### src/rtl/pulse_data_sync_pkg.sv
`default_nettype none
// +----------------------------------------------------------------------+
// | Module      : pulse_data_sync_pkg                                    |
// | Description : Shared CDC constants and parameter legality helper.    |
// | Revision    : 1.0 - initial release                                  |
// +----------------------------------------------------------------------+
package pulse_data_sync_pkg;

  // Enable encodings understood by the data synchronizer
  localparam int EN_LEVEL  = 0;
  localparam int EN_TOGGLE = 1;

  // Fewer flops than this do not give a useful MTBF
  localparam int SYNC_MIN_STAGES = 2;

  // True when a synchronizer configuration is legal
  function automatic bit sync_params_ok(int n_stages, int bus_width, int en_mode);
    return (n_stages >= SYNC_MIN_STAGES) && (bus_width >= 1) &&
           ((en_mode == EN_LEVEL) || (en_mode == EN_TOGGLE));
  endfunction

endpackage
`default_nettype wire

### src/rtl/pulse_data_sync_if.sv
`default_nettype none
// +----------------------------------------------------------------------+
// | Module      : pulse_data_sync_if                                     |
// | Description : Source bus/enable and destination capture signals.     |
// | Revision    : 1.0 - initial release                                  |
// +----------------------------------------------------------------------+
interface pulse_data_sync_if #(
  parameter int BUS_WIDTH = 8
);

  logic [BUS_WIDTH-1:0] UNSYNC_BUS;
  logic                 BUS_EN;
  logic [BUS_WIDTH-1:0] SYNC_BUS;
  logic                 ENABLE_PULSE;
  logic                 ACK_TGL;

  // Source side: presents data and enable, watches the acknowledge
  modport master (
    output UNSYNC_BUS,
    output BUS_EN,
    input  SYNC_BUS,
    input  ENABLE_PULSE,
    input  ACK_TGL
  );

  // Synchronizer side: samples data and enable, returns capture results
  modport slave (
    input  UNSYNC_BUS,
    input  BUS_EN,
    output SYNC_BUS,
    output ENABLE_PULSE,
    output ACK_TGL
  );

endinterface
`default_nettype wire

### src/rtl/pulse_data_sync_en_sync_chain.sv
`default_nettype none
// +----------------------------------------------------------------------+
// | Module      : en_sync_chain                                          |
// | Description : Single-bit N-stage flop synchronizer, async clear.     |
// |               Also usable on the source side for ACK_TGL.            |
// | Revision    : 1.0 - initial release                                  |
// +----------------------------------------------------------------------+
module en_sync_chain
  import pulse_data_sync_pkg::*;
#(
  parameter int N_STAGES = 2
) (
  input  wire logic D_CLK,
  input  wire logic D_RST,
  input  wire logic d,
  output wire logic q
);

  logic [N_STAGES-1:0] r_sync;

  // Reject chains too short to resolve metastability
  generate
    if (N_STAGES < SYNC_MIN_STAGES) begin : g_bad_depth
      $error("en_sync_chain: N_STAGES must be >= SYNC_MIN_STAGES");
    end
  endgenerate

  // Shift the asynchronous input through the flop chain
  always_ff @(posedge D_CLK or negedge D_RST) begin
    if (!D_RST) begin
      r_sync <= '0;
    end else begin
      r_sync <= {r_sync[N_STAGES-2:0], d};
    end
  end

  assign q = r_sync[N_STAGES-1];

endmodule
`default_nettype wire

### src/rtl/pulse_data_sync.sv
`default_nettype none
// +----------------------------------------------------------------------+
// | Module      : pulse_data_sync                                        |
// | Description : Multi-bit CDC: enable is synchronized, its edge        |
// |               captures the quasi-static source bus, emits a strobe   |
// |               and flips an acknowledge toggle for flow control.      |
// | Revision    : 1.0 - initial release                                  |
// +----------------------------------------------------------------------+
module pulse_data_sync
  import pulse_data_sync_pkg::*;
#(
  parameter int N_STAGES  = 2,
  parameter int BUS_WIDTH = 8,
  parameter int EN_MODE   = EN_LEVEL
) (
  input  wire logic        D_CLK,
  input  wire logic        D_RST,
  pulse_data_sync_if.slave bus
);

  logic                 w_s_en;
  logic                 w_event;
  logic                 r_s_prev;
  logic [BUS_WIDTH-1:0] r_sync_bus;
  logic                 r_enable_pulse;
  logic                 r_ack_tgl;

  // Configuration legality, including agreement with the interface width
  generate
    if (!sync_params_ok(N_STAGES, BUS_WIDTH, EN_MODE) ||
        ($bits(bus.SYNC_BUS) != BUS_WIDTH)) begin : g_bad_params
      $error("pulse_data_sync: illegal N_STAGES/BUS_WIDTH/EN_MODE");
    end
  endgenerate

  // Only the enable crosses through flops; the bus is held by the source
  en_sync_chain #(
    .N_STAGES (N_STAGES)
  ) u_en_sync (
    .D_CLK (D_CLK),
    .D_RST (D_RST),
    .d     (bus.BUS_EN),
    .q     (w_s_en)
  );

  // Remember last synchronized enable for edge detection
  always_ff @(posedge D_CLK or negedge D_RST) begin
    if (!D_RST) begin
      r_s_prev <= 1'b0;
    end else begin
      r_s_prev <= w_s_en;
    end
  end

  // Event source fixed at elaboration: rising edge or any change
  generate
    if (EN_MODE == EN_TOGGLE) begin : g_toggle
      assign w_event = w_s_en ^ r_s_prev;
    end else begin : g_level
      assign w_event = w_s_en & ~r_s_prev;
    end
  endgenerate

  // Capture bus, strobe and flip ack on each event; hold bus otherwise
  always_ff @(posedge D_CLK or negedge D_RST) begin
    if (!D_RST) begin
      r_sync_bus     <= '0;
      r_enable_pulse <= 1'b0;
      r_ack_tgl      <= 1'b0;
    end else begin
      r_enable_pulse <= w_event;
      if (w_event) begin
        r_sync_bus <= bus.UNSYNC_BUS;
        r_ack_tgl  <= ~r_ack_tgl;
      end
    end
  end

  assign bus.SYNC_BUS     = r_sync_bus;
  assign bus.ENABLE_PULSE = r_enable_pulse;
  assign bus.ACK_TGL      = r_ack_tgl;

endmodule
`default_nettype wire

### src/flat_wrapper.sv
// flat-port wrapper written by rule: the top's interface ports become plain ports
module pulse_data_sync_flat import pulse_data_sync_pkg::*;
#(
  parameter int N_STAGES  = 2,
  parameter int BUS_WIDTH = 8,
  parameter int EN_MODE   = EN_LEVEL
)
  (D_CLK, D_RST, bus_UNSYNC_BUS, bus_BUS_EN, bus_SYNC_BUS, bus_ENABLE_PULSE, bus_ACK_TGL);
  pulse_data_sync_if #(.BUS_WIDTH(BUS_WIDTH)) bus_i ();
  input  wire logic D_CLK;
  input  wire logic D_RST;
  input wire logic [$bits(bus_i.UNSYNC_BUS)-1:0] bus_UNSYNC_BUS;
  input wire logic [$bits(bus_i.BUS_EN)-1:0] bus_BUS_EN;
  output wire logic [$bits(bus_i.SYNC_BUS)-1:0] bus_SYNC_BUS;
  output wire logic [$bits(bus_i.ENABLE_PULSE)-1:0] bus_ENABLE_PULSE;
  output wire logic [$bits(bus_i.ACK_TGL)-1:0] bus_ACK_TGL;
  assign bus_i.UNSYNC_BUS = bus_UNSYNC_BUS;
  assign bus_i.BUS_EN = bus_BUS_EN;
  assign bus_SYNC_BUS = bus_i.SYNC_BUS;
  assign bus_ENABLE_PULSE = bus_i.ENABLE_PULSE;
  assign bus_ACK_TGL = bus_i.ACK_TGL;
  pulse_data_sync #(.N_STAGES(N_STAGES), .BUS_WIDTH(BUS_WIDTH), .EN_MODE(EN_MODE)) u_core (.D_CLK(D_CLK), .D_RST(D_RST), .bus(bus_i));
endmodule
### config.mk
export PLATFORM = sky130hd
export DESIGN_NAME = pulse_data_sync_flat
export DESIGN_NICKNAME = d
export VERILOG_FILES = /design/src/rtl/pulse_data_sync_pkg.sv /design/src/rtl/pulse_data_sync_if.sv /design/src/rtl/pulse_data_sync_en_sync_chain.sv /design/src/rtl/pulse_data_sync.sv /design/src/flat_wrapper.sv
export SDC_FILE = /design/constraint.sdc
export NUM_CORES = 1
export LEC_CHECK = 0
export ABC_AREA = 1
export CORE_MARGIN = 2
export CORE_UTILIZATION = 35
export DETAILED_ROUTE_END_ITERATION = 10
export GPL_TIMING_DRIVEN = 0
export HOLD_SLACK_MARGIN = 0.03
export PLACE_DENSITY = 0.71
export SYNTH_ARGS = -nofsm -noshare
export SYNTH_HDL_FRONTEND = slang
export SYNTH_SLANG_ARGS = --single-unit
### constraint.sdc
create_clock -name D_CLK -period 0.8 [get_ports D_CLK]
set_input_delay 0.12 -clock D_CLK [delete_from_list [all_inputs] [get_ports D_CLK]]
set_output_delay 0.12 -clock D_CLK [all_outputs]
set_load 0.03 [all_outputs]
==> metrics.md <==
| Metric | Value |
|---|---|
| Max-cap check violation count | `0` |
| Cell Area, Synth | `490.5 µm²` |
| Routed Antenna Nets | `0` |
| Failing checks | `negative setup slack` |
| CTS tree | `yes` |
| Final WS setup | `-0.1349 ns` |
| Hold buffers post-CTS | `0` |
| Synth warn | `0` |
| Compound-gate portion of the synthesized area | `0%` |
| Starting Density | `37.69%` |
| Synth Area in Adders | `0%` |
| Post-synthesis simple-gate area fraction | `28.57%` |
| Synthesized flop and latch total | `13` |
| IO Count | `21` |
| Clk root buf | `clkbuf_4` |
| CTS Buf Count | `3` |
| CP Launch Type | `flip-flop` |
| Worst hold path class | `primary input to asynchronous set/reset pin` |
| Clock Tree Buf Depth | `2` |
| Drt first-iter violations | `11` |
| Critical Path, Cell by Cell | `buf_6` |
| Worst EP arrival | `a little over 0.8 ns` |
| Global route total overflow | `0` |
| Placed insts | `80` |
| Die Ht | `41.44 µm` |
| Largest family of logic cells by synthesized area | `simple AND/OR/NAND/NOR gates` |
| Clock Sinks | `13` |
| Syn_nets | `56` |
| Max Transition Viols Final | `0` |
| Tcrit/Tclk final | `116.9%` |
| Post-Synth XOR/XNOR Area | `0%` |
| Global-route wire length before repair | `2014 µm` |
| Std-Cell Rows | `13` |
| Post-synthesis mux area share | `0%` |
| Crit path max-delay family | `flip-flops` |
| Core area | `0.001301 mm²` |
| Least-Margin Pin Slew | `0.5872 ns` |
| Setup crit end kind | `primary output` |
| Tot Pwr | `roughly 0.0018 W` |
| Post-route minimum period | `roughly 0.93 ns` |
| Worst hold slack | `0.2167 ns` |
| Critical path required time | `0.68 ns` |
| Via count | `441` |
| Clk Latency, worst-skew pair | `0.27 ns` |
| Top cell type by total area after synthesis | `dfrtp_1` |
| Tot GR Track Use | `between 10% and 20%` |
| Layout area overhead | `83.93%` |
| Slew Limit Headroom | `~61%` |
| DR vias/cell | `between 4 and 5` |
| Clock skew | `0.003072 ns` |
| Final Non-Filler Cells | `95` |
| RSZ-0062 raised after global routing | `yes` |
| Drt drc | `0` |
| Mapped Cells | `45` |
| Total Wirelength | `1142 µm` |
| Lkg Pwr | `0.4414 nW` |
| Number of diodes | `0` |
| Initial antenna violation count | `0` |
| CP peak stage delay | `0.40 ns` |
| Die ar. | `0.001717 mm²` |
| Clock slew at reported path FFs | `0.08 ns` |
| Final net count | `92` |
| Die W | `41.44 µm` |
| Sequential-to-total area share from yosys stat | `about two thirds` |
| CTS H-Tree Depth | `1` |
| Average wire per standard cell | `12.02 µm` |
| Synth cell types | `8` |
| Power per Cell Area | `1947 mW/mm²` |
| Max Freq | `1070 MHz` |
| Crit-path slowest cell | `dfrtp_1` |
| Gpl congestion | `0.6851` |
| Ranking of synthesized cells by area | `dfrtp_1, nand2_1, nand3_1` |
| Setup WS pre-CTS | `-0.3381 ns` |
| Largest net degree at the start of global routing | `14` |
| Final hold viol count | `0` |
| Post-synth top area share | `66.33%` |
| Placed wire-length estimate | `647.1 µm` |
| Post-synthesis average cell area | `10.90 µm²` |
| CP max FO | `2` |
| Pre-antenna DRT Iters | `4` |
| Status | `finished, violations left` |
| Ratio of cells with drive above 1 in the final layout | `51.25%` |
| IO buf count | `20` |
| Worst path bufs/invs | `1` |
| Via count of the first global-routing pass | `445` |
| Count of final setup violators | `19` |
| Worst VDD drop | `1.072 mV` |
| Type of the worst setup path | `flip-flop to primary output` |
==> worst paths after layout <==
kind / slack (ns) / endpoint / cells past startpoint / from
setup / recovery: -0.13 / bus_SYNC_BUS[0] / 1 / u_core.bus.SYNC_BUS[0]
hold / removal: 0.22 / u_core.bus.SYNC_BUS[1] / 1 / D_RST
setup reg to reg: -0.08 / u_core.bus.SYNC_BUS[0] / 4 / u_core.r_s_prev
hold reg to reg: 0.37 / u_core.u_en_sync.r_sync[1] / 0 / u_core.u_en_sync.r_sync[0]
max in group asynchronous: 0.20 / u_core.bus.SYNC_BUS[4] / 1 / D_RST
min in group D_CLK: 0.30 / u_core.u_en_sync.r_sync[0] / 1 / bus_BUS_EN
==> cell usage after synthesis, drive strengths merged <==
library cell	number
nand2	19
dfrtp	13
nand3	9
inv	3
buf	1
==> power breakdown <==
group	leakage, nW	internal, W	switching, W
clock	0.0150	0.000193	0.000202
sequential	0.158	0.000728	0.0000515
combinational	0.268	0.000294	0.000288
total	0.441	0.00122	0.000541
==> kinds of logic after synthesis <==
family | count (synthesis)
buffers and inverters | 4
and+or+nand+nor | 28
DFF | 13
==> final cells by class <==
| cell class | count | area (µm²) |
|---|---|---|
| Fill cell | 114 | 399.1 |
| Sequential cell | 13 | 325.3 |
| Timing Repair Buffer | 30 | 301.5 |
| Multi-Input combinational cell | 29 | 202.7 |
| Clock buffer | 4 | 26.28 |
| Tap cell | 15 | 18.77 |
| Inverter | 3 | 16.27 |
| Buffer | 1 | 11.26 |
==> layout by cell type (no fill, tap or decap) <==
master / instances
dfrtp_1: 13
nand2_8: 2
clkbuf_1: 1
buf_6: 12
buf_4: 7
nand2_1: 14
clkdlybuf4s50_1: 10
clkbuf_4: 3
nand2_2: 4
buf_12: 1
inv_2: 2
clkinv_4: 1
nand3_2: 8
nand3_1: 1
buf_2: 1
==> flip-flops by register name, summed over array words and instances, names as in the netlist <==
name                     cells
u_core.bus.SYNC_BUS          8
u_core.u_en_sync.r_sync      2
u_core.bus.ACK_TGL           1
u_core.bus.ENABLE_PULSE      1
u_core.r_s_prev              1
==> metrics by stage <==
| step | area [µm²] | setup TNS, ns | util (%) |
|---|---|---|---|
| floorplan | 490.5 | 0 | - |
| global placement | 709.4 | -4.797 | 54.52 |
| detailed placement | 709.4 | -5.434 | 54.52 |
| CTS | 867.1 | -1.799 | 66.63 |
| global route | 902.1 | -2.825 | 69.33 |
| finish | 902.1 | -1.833 | 69.33 |
==> routing by layer <==
metal	wire length [µm]	vias to the layer above	GRT usage (%)
met5	0	-	0
met2	629	15	25.62
met1	446	215	20.06
met3	66	0	5.217
li1	-	211	-
met4	0	0	5.806
==> repair_timing <==
action,CTS,global route
pin swaps,9,3
gates cloned,2,0
setup endpoints to repair,20,20
resized for setup,79,5
buffers inserted,6,3
endpoints found under the hold margin,0,0
Power figures use the tool's default switching activity.
